**src/rtl/clock_period_meter.sv**
```systemverilog
// Measures clk cycles between successive edges of an asynchronous in_sig and offers the result
// through a valid/ready handshake. Optional stall timeout: define CLOCK_PERIOD_METER_TIMEOUT_EN.
module clock_period_meter #(
  parameter int BITS = 16
) (
  input  logic            clk,
  input  logic            rst,
  input  logic            in_sig,
  input  logic            ready,
  output logic [BITS-1:0] half_period,
  output logic            valid,
  output logic            overrun,
  output logic            stalled
);

  typedef enum logic {
    IDLE    = 1'b0,
    MEASURE = 1'b1
  } state_e;

  localparam logic [BITS-1:0] CNT_MAX = '1;

  logic            sync1_q, sync2_q, prev_q;
  logic            edge_det;
  state_e          state_q, state_d;
  logic [BITS-1:0] cnt_q, cnt_d;
  logic [BITS-1:0] cnt_inc;
  logic [BITS-1:0] hp_q, hp_d;
  logic            valid_q, valid_d;
  logic            ovr_q, ovr_d;
  logic            capture, count_en, timeout;

  // Two flops absorb metastability on in_sig; prev_q is the reference level for edge detection.
  always_ff @(posedge clk or posedge rst) begin
    if (rst) begin
      sync1_q <= 1'b0;
      sync2_q <= 1'b0;
      prev_q  <= 1'b0;
    end else begin
      // NOTE: non-blocking so each stage takes the previous stage's old value -- a true shift chain.
      sync1_q <= in_sig;
      sync2_q <= sync1_q;
      prev_q  <= sync2_q;
    end
  end

  assign edge_det = sync2_q ^ prev_q;
  assign cnt_inc  = (cnt_q == CNT_MAX) ? CNT_MAX : cnt_q + BITS'(1);

`ifdef CLOCK_PERIOD_METER_TIMEOUT_EN
  // Give up once the counter has sat at its ceiling for a full cycle with no edge.
  assign timeout = (state_q == MEASURE) && !edge_det && (cnt_q == CNT_MAX);
`else
  assign timeout = 1'b0;
`endif

  always_ff @(posedge clk or posedge rst) begin
    if (rst) begin
      state_q <= IDLE;
    end else begin
      state_q <= state_d;
    end
  end

  always_comb begin
    // NOTE: default first, so no path through this block leaves state_d unassigned (no latch).
    state_d = state_q;
    case (state_q)
      IDLE:    if (edge_det) state_d = MEASURE;
      MEASURE: if (timeout) state_d = IDLE;
      default: state_d = IDLE;
    endcase
  end

  always_comb begin
    capture  = 1'b0;
    count_en = 1'b0;
    case (state_q)
      MEASURE: begin
        capture  = edge_det;
        count_en = !edge_det && !timeout;
      end
      default: begin
        capture  = 1'b0;
        count_en = 1'b0;
      end
    endcase
  end

  // The counter is zero in IDLE, on every edge and on timeout; it only climbs between edges.
  always_comb begin
    cnt_d = '0;
    if (count_en) begin
      cnt_d = cnt_inc;
    end
  end

  always_comb begin
    hp_d    = hp_q;
    valid_d = valid_q;
    ovr_d   = ovr_q;
    if (capture) begin
      hp_d    = cnt_inc;
      valid_d = 1'b1;
      if (valid_q) begin
        ovr_d = !ready;
      end
    end else if (valid_q && ready) begin
      valid_d = 1'b0;
      ovr_d   = 1'b0;
    end
  end

  always_ff @(posedge clk or posedge rst) begin
    if (rst) begin
      cnt_q   <= '0;
      hp_q    <= '0;
      valid_q <= 1'b0;
      ovr_q   <= 1'b0;
    end else begin
      cnt_q   <= cnt_d;
      hp_q    <= hp_d;
      valid_q <= valid_d;
      ovr_q   <= ovr_d;
    end
  end

`ifdef CLOCK_PERIOD_METER_TIMEOUT_EN
  logic stall_q, stall_d;

  // Stalled persists through IDLE until the next edge restarts measurement.
  always_comb begin
    stall_d = stall_q;
    if (timeout) begin
      stall_d = 1'b1;
    end else if ((state_q == IDLE) && edge_det) begin
      stall_d = 1'b0;
    end
  end

  always_ff @(posedge clk or posedge rst) begin
    if (rst) begin
      stall_q <= 1'b0;
    end else begin
      stall_q <= stall_d;
    end
  end

  assign stalled = stall_q;
`else
  assign stalled = 1'b0;
`endif

  assign half_period = hp_q;
  assign valid       = valid_q;
  assign overrun     = ovr_q;

endmodule

```
**config.mk**
```make
export PLATFORM = sky130hd
export DESIGN_NAME = clock_period_meter
export DESIGN_NICKNAME = d
export VERILOG_FILES = /design/src/rtl/clock_period_meter.sv
export SDC_FILE = /design/constraint.sdc
export NUM_CORES = 1
export LEC_CHECK = 0
export ABC_AREA = 0
export CAP_MARGIN = 10
export CORE_ASPECT_RATIO = 1.2
export CORE_MARGIN = 8
export CORE_UTILIZATION = 55
export DETAILED_ROUTE_END_ITERATION = 10
export PLACE_DENSITY_LB_ADDON = 0.25
export SETUP_SLACK_MARGIN = 0.3
export SYNTH_ARGS = -nofsm -noshare
export SYNTH_HDL_FRONTEND = slang
export SYNTH_SLANG_ARGS = --single-unit
```
**constraint.sdc**
```tcl
create_clock -name clk -period 4.9 [get_ports clk]
set_clock_uncertainty 0.15 [all_clocks]
set_input_delay 0.98 -clock clk [delete_from_list [all_inputs] [get_ports clk]]
set_output_delay 0.98 -clock clk [all_outputs]
set_load 0.005 [all_outputs]
```
Word level (Yosys, flattened, before mapping)
Index checks and enable logic that the tools add are counted.
{"block": "op_classes", "n_mux": 10, "reduce_logical": 5, "n_eq_ne": 2, "n_bitwise": 2, "addsub": 1}
{"cell": "two-way mux 16 bit", "count": 2}
{"cell": "adder 16 x 1 -> 16 bit, second input constant", "count": 1}
{"cell": "== test 16 bit, second input constant", "count": 1}
{"cell": "two-way mux 1 bit", "count": 7}
{"cell": "zero test 1 bit", "count": 2}
{"cell": "inequality test 2 bit, second input constant", "count": 1}
{"cell": "one-hot mux 1 bit (2 select lines)", "count": 1}
{"cell": "AND reduction 2 bit", "count": 1}
{"cell": "nonzero test 2 bit", "count": 1}
{"cell": "logical AND 1 bit", "count": 1}
{"cell": "inverter 1 bit", "count": 1}
{"cell": "XOR 1 bit", "count": 1}
{"block": "word_totals", "register_bits": 38, "input_bits": 4, "output_inout_bits": 19}

Longest topological paths before layout
Gate-level depths: netlist of run 1.
{"block": "depth", "depth_word": 4, "depth_mapped": 5, "mapped_depth_nobuf": 5}

Worst setup path before layout of run 1
OpenSTA, ideal clock, no wires.
{"block": "synth_timing", "path_type": "register -> register", "startpoint": "register cnt_q[0]", "endpoint": "register hp_q[15], in the netlist half_period[15]", "path_slack_ps": 3106, "arrival_ps": 1552, "stages_incl_launch_ff": 6, "path_buffers": 0, "setup_ps": 92, "synth_period_minus_slack_ps": 1794, "path_cell_list": "dfrtp_1 > ha_1 > nand4_1 > or4_1 > and4_4 > o31ai_2"}
{"block": "synth_via", "elab_chain_cells": 2, "elab_cells_between_ends": 3, "classes_between": "add/sub: 1; eq/ne: 1; mux: 1"}
{"item": "from (decl)", "line": "26", "text": "logic [BITS-1:0] cnt_q, cnt_d;"}
{"item": "from (signal assigned)", "line": "121", "text": "cnt_q <= cnt_d;"}
{"item": "adder 16 x 1 -> 16 bit / == test 16 bit (equally long branches)", "line": "48", "text": "assign cnt_inc = (cnt_q == CNT_MAX) ? CNT_MAX : cnt_q + BITS'(1);"}
{"item": "two-way mux 16 bit *", "line": "48"}
{"item": "to (signal assigned)", "line": "122", "text": "hp_q <= hp_d;"}
{"item": "to (decl)", "line": "28", "text": "logic [BITS-1:0] hp_q, hp_d;"}
Every way passes the cells marked *; elsewhere a longest branch is shown, timed or not.
A chain may end at the register's enable or synchronous reset.

Final worst setup path of run 1
{"block": "layout_timing", "startpoint": "register valid_q, in the netlist valid", "endpoint": "output port valid"}
{"item": "from (decl)", "line": "29", "text": "logic valid_q, valid_d;"}
{"item": "from (signal assigned)", "line": "123", "text": "valid_q <= valid_d;"}
{"item": "to (decl)", "line": "11", "text": "output logic valid,"}
No word-level cell between the ends.

==> key figures, run 1 <==
Outcome
  – Status: finished clean

Logic synthesis
  – Top post-synthesis cells by count: 38 x dfrtp_1, 22 x nor2_1, 17 x nand2_1
  – FFs w/ async S/R, synth: 100%
  – Top-area cell type share of the netlist area: 57.5%
  – Post-synth EDFFs: 0
  – Synth area leader: dfrtp_1
  – #FFs+latches synth: 38
  – Main area contributors after synthesis: dfrtp_1 57%, nor2_1 5.0%, nand2_1 3.9%, xnor2_1 3.2%, o21ai_0 3.0%
  – Post-Syn Area: 1650 µm²
  – Register area share after synthesis: 57.5%
  – Ys Warns: 0
  – Distinct cells, synth: 32
  – Post-Syn Nets: 167
  – Count leader, synth: dfrtp_1
  – Syn Inst Count: 162
  – Mapped Avg Cell Area: 10.2 µm²
  – Main flop type after synthesis: dfrtp_1

Min path
  – Hold depth: 0
  – Min-Delay Startpoint: sync1_q
  – Hold EP: sync2_q
  – HP Class: flop to flop

Route
  – Via Count: 1255
  – Routed WL: 3240 µm
  – 1st-iter DRT viols: 65
  – DRC viols: 0
  – Initial DRT Pass Iterations: 4
  – DRT antenna net count: 0
  – Vias/cell: 5.70
  – Wire length per cell: 14.7 µm

Setup path
  – Worst path max stage delay: 540 ps
  – Startpoint types: flop
  – CP cell instances: clkdlybuf4s50_1
  – Slowest CP cell: clkdlybuf4s50_1
  – R2R Setup Slk: 2610 ps
  – CP bufs+invs: 1
  – Arr. time, crit path: 1280 ps
  – Crit-path max FO: 4
  – Delay-heaviest family, CP: buffers and inverters
  – Worst R2R Path Depth: 5
  – Reg2reg start: cnt_q[0]
  – CP required: 3770 ps
  – Setup crit end kind: output port
  – FF-to-FF End: half_period[15]
  – Critical path class: flop to output port

Placed design
  – Placed cell area: 1880 µm²
  – Dpl cells: 212
  – IO Port Bufs: 21
  – GPL Wtd Cong: 0.800
  – Dpl ws: 2690 ps
  – HPWL after detailed placement: 2280 µm

Timing
  – Setup-failing EPs final: 0
  – Slew @ Worst Pin: 758 ps
  – Final WS setup: 2490 ps
  – Max-slew violations: 0
  – Fin Setup TNS: 0 ps
  – Post-layout min period: 2410 ps
  – Unrepaired setup endpoints after global routing: no
  – Slew margin rel.: 49.4%
  – Max Fclk: 414 MHz
  – Final Hold Viols: 0
  – Final period util: 49.3%

Floorplanning
  – Total core area: 2970 µm²
  – Starting Density: 55.6%
  – Die X: 66.1 µm
  – Num rows: 22
  – Top Ports: 23
  – Die H: 76.1 µm
  – Die footprint: 5030 µm²

Layout
  – Register Area: 951 µm²
  – Layout cell share with drive strength beyond 1: 8.70%
  – N_diodes: 0
  – Synth-to-Final Area Change: 18.3%
  – Fillers: 248
  – Design Area, Final: 1960 µm²
  – Multi-input gate area: 654 µm²
  – Final cell count without fillers: 220
  – Final #Nets: 188

Clock network
  – Clock sink total: 38
  – Max clock buf depth: 2
  – Clock buffer count from CTS: 5
  – Post-CTS setup buffer count: 0
  – CTS tree: yes
  – Clock slew at reported path FFs: 110 ps
  – Clk root buf: clkbuf_4
  – CTS Hold Buffers Added: 0
  – Post-CTS sizing: 0
  – H-tree lvl count: 2
  – Clk_lat worst skew: 350 ps

Power
  – Pwr Density: 321 nW/µm²
  – Leak: 0.799 nW
  – Peak VDD IR: 276 µV

Global route
  – Global-route usage over all layers: 14.2%
  – First-pass GRT wire length: 5660 µm
  – Initial antenna violation count: 0
  – Grt ovf: 0
  – Pin count of the biggest net entering global routing: 39
  – Vias in the first global route: 1249

Flow run
  – Number of max-cap violations: 0
-- kinds of logic after synthesis --
family                     count (synthesis)  share of synthesized area, %
adders and majority gates                  1                         0.756
DFF                                       38                          57.5
muxes                                      4                          2.42
AOI/OAI and AO/OA                         30                          10.8
other                                      1                         0.227
and+or+nand+nor                           70                          21.6
buffers and inverters                     11                          2.95
xor gates and xnor gates                   7                          3.71
-- report_power, final --
| group | internal (mW) | switching (mW) | total (mW) |
|---|---|---|---|
| clock | 0.106 | 0.0993 | 0.205 |
| combinational | 0.0379 | 0.0388 | 0.0767 |
| sequential | 0.332 | 0.0135 | 0.346 |
| total | 0.476 | 0.152 | 0.628 |
-- registers in the layout, indices dropped and copies added, names as in the netlist --
register,cells
state_q,1
valid,1
sync1_q,1
overrun,1
prev_q,1
cnt_q,16
half_period,16
sync2_q,1
-- metal layers --
| metal | vias to the layer above | GRT usage [%] | routed length (µm) |
|---|---|---|---|
| li1 | 605 | - | - |
| met4 | 0 | 5.78 | 68 |
| met2 | 36 | 22.6 | 1610 |
| met5 | - | 0 | 0 |
| met1 | 606 | 15.9 | 1340 |
| met3 | 8 | 6.62 | 217 |
-- cells in the final DEF (no fill, tap or decap), drive strengths merged, types with 2 or more instances in the layout --
cell | netlist | layout
a21oi | 9 | 9
a31oi | 5 | 5
clkbuf | 4 | 5
clkdlybuf4s50 | 0 | 21
clkinv | 0 | 2
dfrtp | 38 | 38
inv | 3 | 3
mux2i | 4 | 4
nand2 | 17 | 17
nand2b | 4 | 4
nand3 | 6 | 6
nand4 | 5 | 5
nor2 | 22 | 22
nor3 | 4 | 4
nor4 | 7 | 7
o21ai | 11 | 11
o31a | 2 | 2
o41ai | 2 | 2
xnor2 | 6 | 6
-- worst max-delay path by stage --
stage | startpoint | to | slack, ps | depth (start not counted)
finish | valid | valid | 2490 | 1
global route | valid | valid | 2410 | 1
CTS | valid | valid | 2470 | 1
detailed placement | cnt_q[0] | half_period[15] | 2690 | 5
global placement | cnt_q[3] | half_period[15] | 2770 | 4
floorplan | rst | cnt_q[0] | 2910 | 1
-- stage by stage --
stage	utilization, %	hold WS (ps)	power (mW)
after detailed placement	63.2	186	0.431
after floorplan	-	181	0.389
after CTS	65.8	214	0.635
final	65.8	211	0.628
after global placement	63.2	183	0.427
after global routing	65.8	220	0.656
-- cell type report --
cell class                      count  share of cell area, %
Clock buffer                        5                   1.92
Timing Repair Buffer               22                   11.1
Tap cell                           36                   2.30
Sequential cell                    38                   48.6
Clock inverter                      3                   2.05
Multi-Input combinational cell    113                   33.4
Inverter                            3                  0.575
(Power assumes the default switching activity.)
==> inputs of run 2 (changes only) <==
--- a/config.mk
+++ b/config.mk
@@ -9,7 +9,7 @@
 export CAP_MARGIN = 10
 export CORE_ASPECT_RATIO = 1.2
 export CORE_MARGIN = 8
-export CORE_UTILIZATION = 55
+export CORE_UTILIZATION = 53
 export DETAILED_ROUTE_END_ITERATION = 10
 export PLACE_DENSITY_LB_ADDON = 0.25
 export SETUP_SLACK_MARGIN = 0.3
==> constraint.sdc (replaced) <==
create_clock -name clk -period 2.3 [get_ports clk]
set_clock_uncertainty 0.15 [all_clocks]
set_input_delay 0.46 -clock clk [delete_from_list [all_inputs] [get_ports clk]]
set_output_delay 0.46 -clock clk [all_outputs]
set_load 0.005 [all_outputs]
==> key figures, run 2 (same netlist as run 1, synthesis figures left out) <==
Global route
  – Global-route usage over all layers: 13.3% (-0.98 points)
  – Initial antenna violation count: 0 (unchanged)
  – Vias in the first global route: 1202 (-3.8%)
  – Pin count of the biggest net entering global routing: 39 (unchanged)
  – First-pass GRT wire length: 5400 µm (-4.6%)
  – Grt ovf: 0 (unchanged)

Timing
  – Max-slew violations: 0 (unchanged)
  – Unrepaired setup endpoints after global routing: no
  – Final Hold Viols: 0 (unchanged)
  – Setup-failing EPs final: 0 (unchanged)
  – Final period util: 83.6%
  – Fin Setup TNS: 0 ps (unchanged)
  – Slew margin rel.: 55.2% (+5.7 points)
  – Post-layout min period: 1920 ps
  – Slew @ Worst Pin: 671 ps (-87.5 ps)
  – Worst hold slack: 231 ps (+20.0 ps)
  – Max Fclk: 520 MHz

Clock network
  – Clock sink total: 38 (unchanged)
  – CTS tree: yes
  – Clk root buf: clkbuf_4
  – Clock buffer count from CTS: 5 (unchanged)
  – H-tree lvl count: 2 (unchanged)
  – Clock slew at reported path FFs: 100 ps (about the same)
  – Clk_lat worst skew: 330 ps (-20 ps)
  – CTS Hold Buffers Added: 0 (unchanged)
  – Max clock buf depth: 2 (unchanged)

Floorplanning
  – Top Ports: 23 (unchanged)
  – Die H: 77.2 µm (+1.5%)
  – Die X: 67.0 µm (+1.4%)
  – Die footprint: 5170 µm² (+2.9%)
  – Total core area: 3030 µm² (+1.9%)
  – Num rows: 22 (unchanged)
  – Starting Density: 54.6% (-1.0 points)

Route
  – Routed WL: 3420 µm (+5.4%)
  – DRC viols: 0 (unchanged)
  – Initial DRT Pass Iterations: 4 (unchanged)
  – DRT antenna net count: 0 (unchanged)
  – Vias/cell: 5.71 (+0.18%)
  – 1st-iter DRT viols: 56 (-14%)
  – Via Count: 1303 (+3.8%)
  – Wire length per cell: 15.0 µm (+1.7%)

Setup path
  – Worst R2R Path Depth: 6 (+1)
  – Setup crit end kind: flop
  – CP required: 2400 ps (-1370 ps)
  – Reg2reg start: cnt_q[0]
  – Critical path class: flop to flop
  – Startpoint types: flop
  – FF-to-FF End: half_period[1]
  – Arr. time, crit path: 2020 ps (+740 ps)
  – Crit-path max FO: 7 (+3)
  – R2R Setup Slk: 380 ps (-2230 ps)

Power
  – Peak VDD IR: 577 µV (+110%)
  – Clk pwr share: 25.0% (-7.7 points)
  – P_int: 0.911 mW (+91%)
  – Sw frac: 25.2% (+1.1 points)
  – Sw power: 0.308 mW (+100%)
  – Comb pwr share: 13.9% (+1.7 points)
  – Pwr Density: 602 nW/µm² (+88%)
  – Leak: 0.839 nW (+5.0%)
  – Share of power burned in registers: 61.1% (+6.0 points)

Placed design
  – HPWL after detailed placement: 2210 µm (-2.9%)
  – GPL Wtd Cong: 0.836 (+4.6%)
  – IO Port Bufs: 21 (unchanged)

Min path
  – Hold depth: 0 (unchanged)
  – Min-Delay Startpoint: sync1_q
  – Hold EP: sync2_q
  – HP Class: flop to flop

Outcome
  – Status: finished clean

Layout
  – Final #Nets: 197 (+4.8%)
  – Highest-count cells in the layout ignoring fill and taps: 37 x dfrtp_1, 22 x nor2_1, 21 x clkdlybuf4s50_1
  – Synth-to-Final Area Change: 22.3%
  – Most common cell after layout, fill and taps aside: dfrtp_1
  – N_diodes: 0 (unchanged)
  – Layout cell share with drive strength beyond 1: 12.5% (+3.8 points)
  – Fillers: 244 (-1.6%)

Flow run
  – Number of max-cap violations: 0 (unchanged)
## run 2: cell types whose count changed in the layout (fill, tap and decap cells not counted)
cell and delta:
bufinv_16 -1, nor4_4 +1, ha_4 +1, buf_4 +9, dfrtp_2 +1, clkinv_2 -2
dfrtp_1 -1, nand4_2 -1, ha_1 -1, nor4_2 -1, clkbuf_1 +2, nand4_4 +1
## run 2: metrics by stage
stage | utilization [%] | std cells | instance area [µm²] | worst slack (ps) | total power, mW
2_1_floorplan | - | 162 | 1650 | 506 | 0.830
3_3_place_gp | 62.6 | 214 | 1890 | 346 | 0.913
3_5_place_dp | 62.6 | 214 | 1890 | 294 | 0.921
4_1_cts | 64.1 | 221 | 1940 | 316 | 1.22
5_1_grt | 66.8 | 228 | 2020 | 260 | 1.29
6_report | 66.8 | 228 | 2020 | 377 | 1.22
## run 2: worst max path at each step
stage	from	endpoint	slack (ps)	cells past startpoint
after CTS	cnt_q[3]	half_period[1]	320	4
after global routing	cnt_q[0]	half_period[3]	260	6
after floorplan	cnt_q[0]	half_period[15]	510	5
final	cnt_q[0]	half_period[1]	380	6
after detailed placement	cnt_q[0]	half_period[6]	290	5
after global placement	cnt_q[0]	half_period[15]	350	5
## run 2: per-layer routing
metal	track usage, %	share of wire (%)
met5	0	0
met3	5.52	6.6
met2	21.0	51
met4	5.66	2.2
met1	15.1	40
## run 2: power by group through the flow
stage | Sequential, mW | Combinational [mW] | Clock [mW]
6_report | 0.745 | 0.169 | 0.305
5_1_grt | 0.750 | 0.194 | 0.342
4_1_cts | 0.740 | 0.171 | 0.314
3_5_place_dp | 0.752 | 0.169 | 0
3_3_place_gp | 0.749 | 0.164 | 0
2_1_floorplan | 0.746 | 0.0833 | 0
## run 2: critical path, cell delays in order, from the launching register on
cell	delay [ps]
dfrtp_2	450
ha_4	190
nand4_1	180
buf_4	210
nor4_4	330
nor2_1	120
o21ai_0	200
## run 2: repair_timing
| action | 4_1_cts | 5_1_grt |
|---|---|---|
| gates resized for setup | 1 | 4 |
| setup endpoints to repair | 7 | 26 |
| pin swaps | 0 | 1 |
| setup buffers | 0 | 7 |
## run 2: area by class of cell
| class | count | area (µm²) | share of cell area (%) |
|---|---|---|---|
| clock buffer | 7 | 45.0 | 2.23 |
| sequential | 38 | 952 | 47.1 |
| tap | 36 | 45.0 | 2.23 |
| inverter | 3 | 11.3 | 0.557 |
| multi-input combinational | 113 | 684 | 33.8 |
| timing repair buffer | 31 | 285 | 14.1 |
